[config.mk]
export PLATFORM = sky130hd
export DESIGN_NAME = spike_pattern_sequencer
export DESIGN_NICKNAME = d
export VERILOG_FILES = /design/src/rtl/spike_pattern_sequencer.sv
export SDC_FILE = /design/constraint.sdc
export NUM_CORES = 1
export LEC_CHECK = 0
export BUFFER_PORTS_ARGS = -buffer_cell sky130_fd_sc_hd__buf_2
export CAP_MARGIN = 20
export CORE_MARGIN = 8
export CORE_UTILIZATION = 50
export DETAILED_ROUTE_END_ITERATION = 12
export GPL_ROUTABILITY_DRIVEN = 0
export PLACE_DENSITY = 0.72
export SYNTH_ARGS = -nofsm -noshare
export SYNTH_HDL_FRONTEND = slang
export SYNTH_SLANG_ARGS = --single-unit
[constraint.sdc]
create_clock -name clk -period 7 [get_ports clk]
set_input_delay 1.4 -clock clk [delete_from_list [all_inputs] [get_ports clk]]
set_output_delay 1.4 -clock clk [all_outputs]
set_load 0.02 [all_outputs]
[src/rtl/spike_pattern_sequencer.sv]
// rtl/spike_pattern_sequencer.sv - replays a table of {spike vector, interval} entries as setup/start/wait steps
`timescale 1ns/1ps
module spike_pattern_sequencer #(
   parameter int NUM_AXONS    = 4,
   parameter int DEPTH        = 8,
   parameter int ADDR_W       = 3,
   parameter int INTERVAL_W   = 8,
   parameter int SETUP_CYCLES = 2
) (
   input  logic                  clk,
   input  logic                  rst_n,
   input  logic                  wr_en,
   input  logic [ADDR_W-1:0]     wr_addr,
   input  logic [NUM_AXONS-1:0]  wr_spike,
   input  logic [INTERVAL_W-1:0] wr_interval,
   input  logic [ADDR_W:0]       num_entries,
   input  logic                  loop_mode,
   input  logic                  run,
   input  logic                  abort,
   output logic [NUM_AXONS-1:0]  spike_out,
   output logic                  start,
   output logic                  busy,
   output logic                  done,
   output logic [ADDR_W-1:0]     cur_idx
);

   typedef enum logic [2:0] {IDLE, SETUP, START, WAIT, FIN} state_t;

   localparam int SW = $clog2(SETUP_CYCLES + 1);

   logic [NUM_AXONS-1:0]  spike_mem [DEPTH];
   logic [INTERVAL_W-1:0] ival_mem  [DEPTH];

   state_t                state_q, state_d;
   logic [SW-1:0]         setup_cnt_q, setup_cnt_d;
   logic [INTERVAL_W-1:0] wait_cnt_q, wait_cnt_d;
   logic [ADDR_W-1:0]     cur_idx_q, cur_idx_d;
   logic [NUM_AXONS-1:0]  vec_q, vec_d;
   logic [INTERVAL_W-1:0] ival_q, ival_d;
   logic [ADDR_W:0]       num_q, num_d;
   logic                  loop_q, loop_d;

   logic                  advance;
   logic                  go_setup;
   logic [ADDR_W-1:0]     nxt_idx;
   logic                  is_last;

   // Table has no reset so its contents survive a mid-run reset.
   always_ff @(posedge clk) begin
      if (wr_en && (int'(wr_addr) < DEPTH)) begin
         spike_mem[wr_addr] <= wr_spike;
         ival_mem[wr_addr]  <= wr_interval;
      end
   end

   assign is_last = ((ADDR_W+1)'(cur_idx_q) + 1'b1) >= num_q;

   always_comb begin
      state_d     = state_q;
      setup_cnt_d = setup_cnt_q;
      wait_cnt_d  = wait_cnt_q;
      cur_idx_d   = cur_idx_q;
      vec_d       = vec_q;
      ival_d      = ival_q;
      num_d       = num_q;
      loop_d      = loop_q;
      advance     = 1'b0;
      go_setup    = 1'b0;
      nxt_idx     = cur_idx_q;

      case (state_q)
         IDLE: begin
            if (run && !abort) begin
               loop_d    = loop_mode;
               cur_idx_d = '0;
               if (num_entries == '0) begin
                  num_d   = '0;
                  state_d = FIN;
               end else begin
                  num_d    = (num_entries > (ADDR_W+1)'(DEPTH)) ? (ADDR_W+1)'(DEPTH) : num_entries;
                  nxt_idx  = '0;
                  go_setup = 1'b1;
               end
            end
         end
         SETUP: begin
            if (setup_cnt_q == '0) state_d = START;
            else                   setup_cnt_d = setup_cnt_q - 1'b1;
         end
         START: begin
            if (ival_q == '0) begin
               advance = 1'b1;
            end else begin
               wait_cnt_d = ival_q;
               state_d    = WAIT;
            end
         end
         WAIT: begin
            if (wait_cnt_q <= INTERVAL_W'(1)) advance = 1'b1;
            else                              wait_cnt_d = wait_cnt_q - 1'b1;
         end
         FIN: begin
            state_d   = IDLE;
            cur_idx_d = '0;
         end
         default: state_d = IDLE;
      endcase

      if (advance) begin
         if (!is_last) begin
            nxt_idx  = cur_idx_q + 1'b1;
            go_setup = 1'b1;
         end else if (loop_q) begin
            nxt_idx  = '0;
            go_setup = 1'b1;
         end else begin
            state_d   = FIN;
            cur_idx_d = '0;
         end
      end

      // Entry snapshot taken here, so later table writes only affect the next play.
      if (go_setup) begin
         state_d     = SETUP;
         cur_idx_d   = nxt_idx;
         vec_d       = spike_mem[nxt_idx];
         ival_d      = ival_mem[nxt_idx];
         setup_cnt_d = SW'(SETUP_CYCLES - 1);
      end

      if (abort && (state_q != IDLE)) begin
         state_d   = IDLE;
         cur_idx_d = '0;
      end
   end

   always_ff @(posedge clk or negedge rst_n) begin
      if (!rst_n) begin
         state_q     <= IDLE;
         setup_cnt_q <= '0;
         wait_cnt_q  <= '0;
         cur_idx_q   <= '0;
         vec_q       <= '0;
         ival_q      <= '0;
         num_q       <= '0;
         loop_q      <= 1'b0;
      end else begin
         state_q     <= state_d;
         setup_cnt_q <= setup_cnt_d;
         wait_cnt_q  <= wait_cnt_d;
         cur_idx_q   <= cur_idx_d;
         vec_q       <= vec_d;
         ival_q      <= ival_d;
         num_q       <= num_d;
         loop_q      <= loop_d;
      end
   end

   assign spike_out = (state_q == SETUP || state_q == START || state_q == WAIT) ? vec_q : '0;
   assign start     = (state_q == START);
   assign busy      = (state_q != IDLE);
   assign done      = (state_q == FIN);
   assign cur_idx   = cur_idx_q;

endmodule

==> metrics.md <==
| Metric | Value |
|---|---|
| Multi-input gate area | 1800 um2 |
| Die ar. | 15000 um2 |
| TNS Setup | 0 ns |
| Seq/Total Area, Yosys | 65.7% |
| Pleak | 2.91 nW |
| Final setup viols | 0 |
| Routed vias | 3425 |
| Compound-gate portion of the synthesized area | 9.46% |
| Most used cell, CP | ha_1 |
| I/O Buffers | 34 |
| Vert. Die Dim | 122 um |
| Net count, final | 487 |
| Storage cell area | 3710 um2 |
| Post-CTS setup buffer count | 0 |
| Synthesized area per cell | 13.9 um2 |
| Clock sinks | 129 |
| Register bit count reported by yosys | 129 |
| Via density | 5.61 |
| DP Wirelength | 7.43 mm |
| Core Area | 11200 um2 |
| Most common flop cell mapped by yosys | edfxtp_1 |
| Syn_nets | 439 |
| Io pins | 35 |
| Worst-path cell chain | ha_1, xnor2_1, inv_1, ha_1, nor3_1, nor2_1, a32oi_4, nor2_2, mux2i_4, buf_16, nand2_1, o21ai_0, a211o_1 |
| Clock tree buffer depth | 2 |
| Num CTS Buffers | 17 |
| RSZ-0062 raised after global routing | no |
| Simple-gate share of the synthesized area | 8.93% |
| Die X | 122 um |
| Synth unique cells | 52 |
| Clock skew | 0.00681 ns |
| Final critical-path share of the clock period | 59.3% |
| Post-Synth Adder-Cell Area | 1.77% |
| Post-CTS sizing | 0 |
| Fin crit period | 4.15 ns |
| Row cnt | 39 |
| Pre-CTS setup slack | 2.62 ns |
| CTS tree | yes |
| Hold WS | 0.479 ns |
| Area leader, netlist | edfxtp_1 |
| Largest family of logic cells by synthesized area | multiplexers |
| Mux cell area share after synthesis | 11.3% |
| Cells after synthesis | 406 |
| Initial antenna violation count | 0 |
| Slew HR | 41.1% |
| CP Class | reg -> reg |
| Hold Crit Class | reg -> reg |
| WL final | 11.1 mm |
| Ranking of synthesized cells by area | edfxtp_1 51%, dfrtp_1 15%, mux2i_1 10% |
| Fillcell total | 876 |
| Outcome | finished clean |
| Clk_lat worst skew | 0.41 ns |
| Crit start category | register |
| Post-synth ARST share | 25.6% |
| PnR worst setup slack | 2.85 ns |
| F_max | 241 MHz |
| Layout area overhead | 17.5% |
| Clk Tree Root Cell | clkbuf_16 |
| Vias in the first global route | 3521 |
| WL/cell | 18.1 um |
| Initial Util | 50.3% |
| Detail Route Antenna Nets | 0 |
| Final slew viol count | 0 |
| H-tree depth | 4 |
| N_diodes | 0 |
| CP delay by family, top | simple AND/OR/NAND/NOR gates |
| Max rail drop VDD | 0.211 mV |
| Critical path required time | 7.29 ns |
| Worst path slowest cell | nor2_2 |
| Crit. End Element | register |
| Xor and xnor area share after synthesis | 0.310% |
| First-pass GRT wire length | 18.0 mm |
| Worst Tran Pin Value | 0.880 ns |
| Total gr overflow | 0 |
| Commonest cells in the netlist | 96 x edfxtp_1, 58 x mux2i_1, 36 x nor2_1 |
| Clock-pin slew on the worst setup and hold paths | 0.06 ns |
| Gr usage total | 16.0% |
| Number of flops mapped to enable cells by yosys | 96 |
| Data arrival time of the critical path | 4.44 ns |
| Yosys top cell area share | 51.1% |
| Max-cap violations | 0 |
| Count leader, synth | edfxtp_1 |
| PwrDens | 342 nW/um2 |
| Detailed Routing Iterations Pass 1 | 4 |
| Yosys warning count | 0 |
| Critical path buffer and inverter count | 2 |
| Mapped Area | 5650 um2 |
| DRT iter0 DRCs | 312 |
| Max stage delay on crit path | 0.67 ns |
| Final hold vios | 0 |
| DRC Markers | 0 |
| Hold-fix buffers, CTS | 0 |
| Fraction of layout cells with a size suffix above 1 | 18.4% |
| Largest net degree at the start of global routing | 38 |
| Worst-path fanout max | 19 |
worst min-delay path: stages (launching register included):
cell     delay, ns
dfrtp_1       0.34
nand2_1       0.05
o21ai_1       0.06
placed cells by master (no fill, tap or decap), drive strengths merged, types with 3 or more instances in the layout:
master,count
a211o,11
a21oi,11
a22oi,4
a31oi,3
and2,6
buf,44
bufinv,4
clkbuf,19
clkinv,6
dfrtp,33
edfxtp,96
ha,8
inv,15
mux2,3
mux2i,59
nand2,27
nand2b,7
nor2,37
nor2b,3
nor3,6
nor4,6
o21ai,27
registers in the layout, indices dropped and copies added, names as in the netlist:
name and cells:
ival_mem 64, loop_q 1, wait_cnt_q 8, vec_q 4, setup_cnt_q 2, ival_q 8, spike_mem 32, state_q 3
num_q 4, cur_idx 3
area by class of cell:
cell class                      count  share of cell area (%)
Multi-Input combinational cell    249                    27.2
Tap cell                          143                    2.70
Sequential cell                   129                    55.9
Inverter                           13                   0.736
Timing Repair Buffer               44                    4.17
Clock inverter                     13                    2.77
Clock buffer                       19                    6.53
routing by layer:
metal	GRT usage, %	share of wire [%]	up-vias
met3	4.32	4.5	14
met4	5.94	1.4	0
met5	0	0	-
li1	-	-	1634
met2	26.0	49	82
met1	20.2	45	1695
kinds of logic after synthesis:
logic type,count (synthesis)
XOR/XNOR,2
AO/OA/AOI/OAI,74
flip-flops,129
multiplexers,62
adder cells (fa/ha/maj),8
AND/OR/NAND/NOR,103
buffers and inverters,28
per-stage QoR:
stage               util, %  power (mW)  instances  cell area, um2
floorplan                 -        1.25        406            5650
global placement       53.1        1.35        574            5950
detailed placement     53.6        1.37        578            6020
CTS                    59.1        2.28        610            6630
global route           59.1        2.38        610            6630
finish                 59.1        2.27        610            6630
final timing paths:
check / start / to / slack (ns) / depth (start not counted)
hold / removal: vec_q[3] / vec_q[3] / 0.48 / 2
min in group asynchronous: rst_n / num_q[3] / 1.06 / 1
setup reg to reg: cur_idx[0] / ival_q[6] / 2.85 / 13
max in group asynchronous: rst_n / wait_cnt_q[6] / 5.47 / 1
hold reg to reg: vec_q[3] / vec_q[3] / 0.48 / 2
setup / recovery: cur_idx[0] / ival_q[6] / 2.85 / 13
power breakdown:
| group | internal (mW) | switching, mW |
|---|---|---|
| Clock | 0.596 | 0.319 |
| Combinational | 0.145 | 0.204 |
| Sequential | 0.920 | 0.0835 |
(Power assumes the default switching activity.)
